<file path="src/rtl/imem_loader.sv">
// rtl/imem_loader.sv - boot-time byte-stream loader for the instruction memory
// Optional checksum trailer and CHK state: define IMEM_LOADER_CHECKSUM_EN

module imem_loader #(
  parameter int COL = 32,
  parameter int ROW = 256
) (
  input  logic           clk,
  input  logic           rst_n,
  input  logic           start,
  input  logic           in_valid,
  input  logic [7:0]     in_data,
  output logic           in_ready,
  output logic           we,
  output logic [31:0]    waddr,
  output logic [COL-1:0] wdata,
  output logic           busy,
  output logic           done,
  output logic           err,
  output logic           core_rst_n
);

`ifdef IMEM_LOADER_CHECKSUM_EN
  localparam bit CSUM_EN = 1'b1;
`else
  localparam bit CSUM_EN = 1'b0;
`endif

  typedef enum logic [2:0] {
    S_IDLE = 3'd0,
    S_HDR  = 3'd1,
    S_DATA = 3'd2,
    S_CHK  = 3'd3,
    S_DONE = 3'd4,
    S_ERR  = 3'd5
  } state_t;

  state_t         state_q, state_d;
  logic [1:0]     bcnt_q, bcnt_d;     // byte position within the current 4-byte group
  logic [8:0]     word_q, word_d;     // index of the word being assembled
  logic [8:0]     cnt_q, cnt_d;       // word count from the header (already bounded by ROW)
  logic [23:0]    sh_q, sh_d;         // the up-to-three earlier bytes of the current group
  logic [7:0]     csum_q, csum_d;     // running XOR of header and payload bytes
  logic           we_q, we_d;
  logic [31:0]    waddr_q, waddr_d;
  logic [COL-1:0] wdata_q, wdata_d;

  logic           accept;
  logic [31:0]    assembled;

  // State and datapath registers
  always_ff @(posedge clk or negedge rst_n) begin
    if (!rst_n) begin
      state_q <= S_IDLE;
      bcnt_q  <= '0;
      word_q  <= '0;
      cnt_q   <= '0;
      sh_q    <= '0;
      csum_q  <= '0;
      we_q    <= 1'b0;
      waddr_q <= '0;
      wdata_q <= '0;
    end else begin
      state_q <= state_d;
      bcnt_q  <= bcnt_d;
      word_q  <= word_d;
      cnt_q   <= cnt_d;
      sh_q    <= sh_d;
      csum_q  <= csum_d;
      we_q    <= we_d;
      waddr_q <= waddr_d;
      wdata_q <= wdata_d;
    end
  end

  // Next-state and datapath update: byte acceptance, word assembly, write issue
  always_comb begin
    state_d   = state_q;
    bcnt_d    = bcnt_q;
    word_d    = word_q;
    cnt_d     = cnt_q;
    sh_d      = sh_q;
    csum_d    = csum_q;
    we_d      = 1'b0;
    waddr_d   = waddr_q;
    wdata_d   = wdata_q;
    accept    = in_valid && in_ready;
    // Little-endian: the newest byte lands in the top lane once four are in
    assembled = {in_data, sh_q};

    case (state_q)
      S_IDLE: begin
        bcnt_d = '0;
        word_d = '0;
        sh_d   = '0;
        csum_d = '0;
        if (start) state_d = S_HDR;
      end

      S_HDR: begin
        if (accept) begin
          sh_d   = assembled[31:8];
          csum_d = csum_q ^ in_data;
          bcnt_d = bcnt_q + 2'd1;
          if (bcnt_q == 2'd3) begin
            if (assembled > 32'(ROW)) begin
              state_d = S_ERR;
            end else if (assembled == 32'd0) begin
              if (CSUM_EN) state_d = S_CHK;
              else         state_d = S_DONE;
            end else begin
              cnt_d   = assembled[8:0];
              state_d = S_DATA;
            end
          end
        end
      end

      S_DATA: begin
        if (accept) begin
          sh_d   = assembled[31:8];
          csum_d = csum_q ^ in_data;
          bcnt_d = bcnt_q + 2'd1;
          if (bcnt_q == 2'd3) begin
            we_d    = 1'b1;
            wdata_d = COL'(assembled);
            waddr_d = {21'd0, word_q, 2'b00};
            word_d  = word_q + 9'd1;
            // The header bound keeps word_q below ROW, so waddr never wraps
            if (word_q + 9'd1 == cnt_q) begin
              if (CSUM_EN) state_d = S_CHK;
              else         state_d = S_DONE;
            end
          end
        end
      end

      S_CHK: begin
        if (accept) begin
          if (in_data == csum_q) state_d = S_DONE;
          else                   state_d = S_ERR;
        end
      end

      S_DONE, S_ERR: begin
        if (start) begin
          bcnt_d  = '0;
          word_d  = '0;
          sh_d    = '0;
          csum_d  = '0;
          state_d = S_HDR;
        end
      end

      default: state_d = S_IDLE;
    endcase
  end

  // Outputs decoded from state only, write port straight from its registers
  always_comb begin
    busy       = (state_q == S_HDR) || (state_q == S_DATA) || (state_q == S_CHK);
    in_ready   = busy;
    done       = (state_q == S_DONE);
    err        = (state_q == S_ERR);
    core_rst_n = (state_q == S_DONE);
    we         = we_q;
    waddr      = waddr_q;
    wdata      = wdata_q;
  end

endmodule

</file>
<file path="config.mk">
export PLATFORM = sky130hd
export DESIGN_NAME = imem_loader
export DESIGN_NICKNAME = d
export VERILOG_FILES = /design/src/rtl/imem_loader.sv
export SDC_FILE = /design/constraint.sdc
export NUM_CORES = 1
export LEC_CHECK = 0
export BUFFER_PORTS_ARGS = -buffer_cell sky130_fd_sc_hd__clkbuf_2
export CELL_PAD_IN_SITES_DETAIL_PLACEMENT = 0
export CELL_PAD_IN_SITES_GLOBAL_PLACEMENT = 2
export CORE_UTILIZATION = 32
export CTS_BUF_LIST = sky130_fd_sc_hd__clkbuf_4 sky130_fd_sc_hd__clkbuf_8
export DETAILED_ROUTE_END_ITERATION = 8
export PLACE_DENSITY = 0.82
export SKIP_CTS_REPAIR_TIMING = 1
export SYNTH_ARGS = -nofsm -noshare
export SYNTH_HDL_FRONTEND = slang
export SYNTH_SLANG_ARGS = --single-unit
</file>
<file path="constraint.sdc">
create_clock -name clk -period 2.1 [get_ports clk]
set_clock_uncertainty 0.2 [all_clocks]
set_input_delay 0.105 -clock clk [delete_from_list [all_inputs] [get_ports clk]]
set_output_delay 0.105 -clock clk [all_outputs]
set_load 0.02 [all_outputs]
</file>
==> results.cfg, run 1 <==
[status]
outcome = finished with violations
violations = negative setup slack

[critical_path]
ff2ff_path_depth = 6
crit_path_top_delay_cell = dfrtp_1
path_class = flip-flop to flip-flop
r2r_end = cnt_q[4]
r2r_start = state_q[1]
cp_cell_sequence = nor4_1, nand2_1, nor4b_4, buf_4, nand4b_4, mux2_2
cpPeakStageDelay_ns = 0.44
critPathArrivalTime_ns = 2.21
crit_fanout = 5
endpoint_kind = flip-flop
rrSetupSlack_ns = -0.05
cp.required_ns = 2.15
crit_path_start_kind = flip-flop

[global_routing]
first_global_vias = 3614
grt_max_degree = 38
grt_first_pass_wirelength_mm = 18.15
antenna_found_initial = 0
overflow = 0
grt_use_total = 0.1600

[route]
drt_iter0_markers = 186
avgViaCountPerCell = 4.798
avgRoutedWirePerCell_um = 14.54
vias = 3714
routed_wl_mm = 11.26
drt_pass1_iterations = 5
ant_nets = 0
route.detailed.drc = 0

[synth]
dominantRegCellSynth = dfrtp_1
synth_edf_count = 0
synth-adder-area-share = 0.007782
async_flop_share = 1.000
ys_seq_area_frac = 0.5392
synth_top_family_by_area = simple AND/OR/NAND/NOR gates
avgSynthCellArea_um2 = 9.578
synth_mux_area_frac = 0.02251
syn_inst = 470
synth_xor_area_frac = 0.03696
yosys.area_share.simple = 0.2137
ys_warn_count = 0
synth-compound-area-share = 0.1131
ys_seq_elements = 97
synth_cell_types = 48
syn_area_um2 = 4502

[sta]
layout_setup_ws_ns = -0.05469
final-max-slew-violation-count = 0
relSlewSlack = 0.6585
setup_viol = 9
final-hold-violation-count = 0
finalWorstPathRequiredPeriod_ns = 2.155
fin_setup_tns_ns = -0.4089
holdWs_ns = 0.04427
timing.fmax_mhz = 464.1
tightest_slew_ns = 0.5123
period_share = 1.026
rsz0062_at_grt = yes

[placed_design]
dp_cells = 747
gp_congestion = 0.8289
place_hpwl_mm = 7.976
place_ws_ns = -0.1486
portBuffers = 58

[cells_and_area]
syn2layout_area_growth_pct = 27.96
drive_gt1_frac = 0.2876
final_common_cell = nand2_1
fin_nets = 609
layout_common_cells = nand2_1 (155), dfrtp_1 (97), buf_4 (65)
diodes = 0
fin_cells = 774

[power]
finalPower_uw = 6270
powerDensity_nw_per_um2 = 1088
leakage_uw = 0.002982
vdd_drop_max_mv = 0.6061

[floorplan]
core_um2 = 13510
num_rows = 42
start_util = 0.3333
fp.dieArea_um2 = 14550
ios = 82
fp.dieW_um = 120.6
die_h_um = 120.6

[cts]
numClockSinks = 97
cts_buffer_depth = 2
cts_tree = built
htreeDepth = 3
clk_pin_slew_ns = 0.09
clock_tree.root_cell = clkbuf_8
cts_buffers = 9
clock_latency_ns = 0.37

[worst_hold_path]
hp-class = primary input to asynchronous set/reset pin

[flow_run]
max_cap_violations = 0
[flip-flops by register name (all words and copies together), names as in the netlist]
name and flops:
sh_q 24, bcnt_q 2, csum_q 8, cnt_q 9
wdata 32, we 1, word_q 9, state_q 3
waddr 9
[layout make-up]
cell class	count	area, µm²
clock inverter	3	20.02
multi-input combinational	345	1973
fill	1360	7745
tap	176	220.2
inverter	5	21.27
sequential	97	2427
clock buffer	11	138.9
timing repair buffer	137	959.7
[critical path, delay by kind of cell (launching register included)]
| family | cells | cell delay [ns] |
|---|---|---|
| buf+inv | 1 | 0.19 |
| flops | 1 | 0.44 |
| simple gates | 4 | 0.89 |
| mux | 1 | 0.30 |
[logic make-up (layout without fill, tap and decap cells)]
logic type               after synthesis  count (layout)
AO/OA/AOI/OAI                         75              75
flip-flops                            97              97
buffers and inverters                 51             156
other                                  1              23
AND/OR/NAND/NOR                      215             216
multiplexers                           9               9
adder cells (fa/ha/maj)                3               3
XOR/XNOR                              19              19
[where the power goes]
| part | switching [µW] | internal [µW] | leakage, µW |
|---|---|---|---|
| registers | 356 | 2360 | 0.00130 |
| logic | 1390 | 1090 | 0.00160 |
| clock network | 635 | 443 | 0.0000781 |
| total | 2380 | 3890 | 0.00298 |
[synthesized netlist by cell type, types with 3 or more instances]
cell,number,area [µm²]
nand2_1,155,581.8
dfrtp_1,97,2427
o21ai_0,30,150.1
buf_4,26,195.2
a22o_1,18,157.7
nor2_1,15,56.30
xnor2_1,14,122.6
clkbuf_1,10,37.54
mux2_2,9,101.4
nor4_1,9,56.30
buf_2,6,30.03
nand3_1,6,30.03
nand4_1,6,37.54
xor2_1,5,43.79
a21oi_1,4,20.02
buf_1,4,15.01
inv_1,4,15.01
nor3_1,4,20.02
o31ai_1,4,30.03
a21o_1,3,22.52
nand2b_1,3,18.77
nor2b_1,3,18.77
[through the flow]
| step | utilization | area (µm²) |
|---|---|---|
| final | 0.4265 | 5761 |
| after global routing | 0.4265 | 5761 |
| after CTS | 0.4097 | 5533 |
| after detailed placement | 0.3979 | 5374 |
| after global placement | 0.3979 | 5374 |
| after floorplan | - | 4587 |
[metal layers]
metal  GRT usage  wire, µm  share of wire  vias to the layer above
met1      0.2149      5304           0.47                     1830
li1            -         -              -                     1798
met5           0         0              0                        -
met3     0.03632       364          0.032                       11
met2      0.2568      5456           0.48                       75
met4     0.04784       129          0.011                        0
[worst max path at each step]
stage | endpoint | slack (ns) | cells after the start | start
after floorplan | state_q[2] | 0.02 | 6 | word_q[0]
after global placement | cnt_q[2] | -0.07 | 5 | sh_q[20]
after detailed placement | cnt_q[1] | -0.15 | 5 | sh_q[1]
after CTS | cnt_q[0] | -0.18 | 5 | sh_q[1]
after global routing | cnt_q[4] | -0.18 | 6 | sh_q[15]
final | cnt_q[4] | -0.05 | 6 | state_q[1]
(Power assumes the default switching activity.)
==> inputs of run 2 (changes only) <==
- ABC_AREA: not set -> 1
- CORE_UTILIZATION: 32 -> 31
- PLACE_DENSITY: 0.82 -> 0.81
- SETUP_SLACK_MARGIN: not set -> 0.05
==> run 2 against run 1 <==
Effect of this change: the flow now finishes without violations; power shrank 17%; wire length shrank 6.0%; synthesized cell count grew 6.6%; die area grew 2.2%; first-iteration DRC count grew 37%; design area shrank 7.4%; sequential cell count is the same; setup slack gained 0.19 ns; non-clock buffer count shrank 44; clock power grew 19%; register-to-register slack gained 0.19 ns; critical path type unchanged; highest routed layer unchanged.
==> results.cfg, run 2 <==
[status]
outcome = finished, final reports clean

[power]
finalPower_uw = 5233
powerDensity_nw_per_um2 = 981.1
leakage_uw = 0.002644
vdd_drop_max_mv = 0.3397

[sta]
final-hold-violation-count = 0
finalWorstPathRequiredPeriod_ns = 1.965
layout_setup_ws_ns = 0.1345
rsz0062_at_grt = yes
period_share = 0.9360
relSlewSlack = 0.6296
timing.fmax_mhz = 508.8
setup_viol = 0
tightest_slew_ns = 0.5522
final-max-slew-violation-count = 0

[critical_path]
path_class = flip-flop to flip-flop
crit_fanout = 5
crit_path_start_kind = flip-flop
ff2ff_path_depth = 14
endpoint_kind = flip-flop
rrSetupSlack_ns = 0.13
path_buf_inv = 3
critPathArrivalTime_ns = 2.04
cp.required_ns = 2.17
crit_path_top_delay_cell = dfrtp_2
cp_cell_sequence = buf_4, inv_2, nor2_1, buf_4, nand2_2, nand2_1, nand3b_1, nand3_1, nor2_1, nand3_1, nand2_2, nand2_2, nand2_1, nand2_1
cpLargestDelayFamily = simple AND/OR/NAND/NOR gates
cpPeakStageDelay_ns = 0.45
r2r_start = word_q[0]
r2r_end = state_q[1]

[synth]
ys_top_cells_by_count = nand2_1 (115), dfrtp_1 (97), inv_1 (56), o21ai_0 (51), nor2_1 (28)
syn_area_um2 = 4459
synth.top_cells.by_area = dfrtp_1 (54%), nand2_1 (9.7%), o21ai_0 (5.7%)
ys_seq_area_frac = 0.5443
async_flop_share = 1.000
syn_inst = 501
avgSynthCellArea_um2 = 8.901
synth_most_common_cell = nand2_1
yosysTopAreaCellShare = 0.5443
synth_top_cell_by_area = dfrtp_1
synth_edf_count = 0
ys_warn_count = 0
dominantRegCellSynth = dfrtp_1
synth_cell_types = 33
ys_seq_elements = 97

[placed_design]
portBuffers = 58
dp_cells = 741
placed_area_um2 = 4954
gp_congestion = 0.7971
place_ws_ns = -0.006139
place_hpwl_mm = 7.641

[cells_and_area]
n_fill_cell = 1406
layout_common_cells = nand2_1 (110), dfrtp_1 (95), clkbuf_2 (57)
final_util = 0.3828
diodes = 0
syn2layout_area_growth_pct = 19.61
fin_nets = 599
fin_cells = 769
drive_gt1_frac = 0.2139
final_common_cell = nand2_1
design_area_um2 = 5334
largest_reg_flops = 32

[global_routing]
grt_use_total = 0.1517
overflow = 0
antenna_found_initial = 0
first_global_vias = 3364
grt_max_degree = 50
grt_first_pass_wirelength_mm = 17.16

[route]
drt_pass1_iterations = 4
avgViaCountPerCell = 4.544
ant_nets = 0
route.detailed.drc = 0
avgRoutedWirePerCell_um = 13.76
routed-wl-met2_mm = 4.918
routed_wl_mm = 10.58
met3_length_um = 350
wl_met1_mm = 5.117
drt_iter0_markers = 255
vias = 3494
highest_layer = met4

[worst_hold_path]
hp-class = primary input to asynchronous set/reset pin

[cts]
cts_buffer_depth = 2
cts_tree = built
cts_buffers = 9
clk_pin_slew_ns = 0.10
htreeDepth = 3
clock_latency_ns = 0.38
numClockSinks = 97
clock_tree.root_cell = clkbuf_8

[flow_run]
max_cap_violations = 0

[floorplan]
start_util = 0.3200
ios = 82
fp.dieArea_um2 = 14870
core_um2 = 13930
fp.dieW_um = 121.9
num_rows = 43
die_h_um = 121.9
## run 2: cell count changes after synthesis, moves of 7 or more
| cell | change |
|---|---|
| buf_6 | +7 |
| o21ai_0 | +21 |
| nand2_1 | -40 |
| o21ai_1 | +10 |
| nor4_1 | -9 |
| inv_1 | +52 |
| nand3_1 | +18 |
| xnor2_1 | -10 |
| nor2_1 | +13 |
| o22ai_1 | +24 |
| a22o_1 | -18 |
| mux2_2 | -9 |
## run 2: per-layer routing
layer  global-route usage  up-vias
met5                    0        -
met4              0.06944        0
met3              0.02762       14
met2               0.2348       69
met1               0.2056     1661
li1                     -     1750
## run 2: how the worst max path moves through the flow
| stage | from | to | slack [ns] | cells after the start |
|---|---|---|---|---|
| finish | word_q[0] | state_q[1] | 0.13 | 14 |
| global route | word_q[1] | state_q[1] | 0.01 | 13 |
| CTS | word_q[0] | state_q[0] | -0.02 | 12 |
| detailed placement | word_q[0] | state_q[0] | -0.006 | 12 |
| global placement | word_q[0] | state_q[0] | 0.12 | 12 |
| floorplan | word_q[0] | state_q[0] | 0.30 | 12 |
## run 2: logic make-up (layout without fill, tap and decap cells)
group                    Yosys count  count (layout)  share of synthesized area
flip-flops                        97              97                     0.5443
buffers and inverters            101             167                     0.1195
AND/OR/NAND/NOR                  189             189                     0.1790
AO/OA/AOI/OAI                    101             101                     0.1308
XOR/XNOR                           9               9                    0.01768
adder cells (fa/ha/maj)            2               2                   0.005611
multiplexers                       1               1                   0.002245
other                              1              23                  0.0008409
## run 2: layout make-up
type,count,area [µm²],area share
Clock inverter,4,52.55,0.009852
Sequential cell,97,2430,0.4555
Inverter,59,221.5,0.04152
Timing Repair Buffer,93,618.1,0.1159
Clock buffer,11,151.4,0.02838
Multi-Input combinational cell,325,1635,0.3066
Tap cell,180,225.2,0.04222
## run 2: power breakdown
part | internal (µW) | leakage, µW | switching (µW)
clock network | 612 | 0.000105 | 672
registers | 2120 | 0.00133 | 146
logic | 591 | 0.00121 | 1090
total | 3320 | 0.00264 | 1910
## run 2: per-stage QoR
step / setup TNS (ns) / hold WS, ns
4_1_cts: -0.03165 / -0.5660
3_3_place_gp: 0 / -0.1517
2_1_floorplan: 0 / -0.3906
3_5_place_dp: -0.009686 / -0.1420
6_report: 0 / 0.001317
5_1_grt: 0 / 0.03165
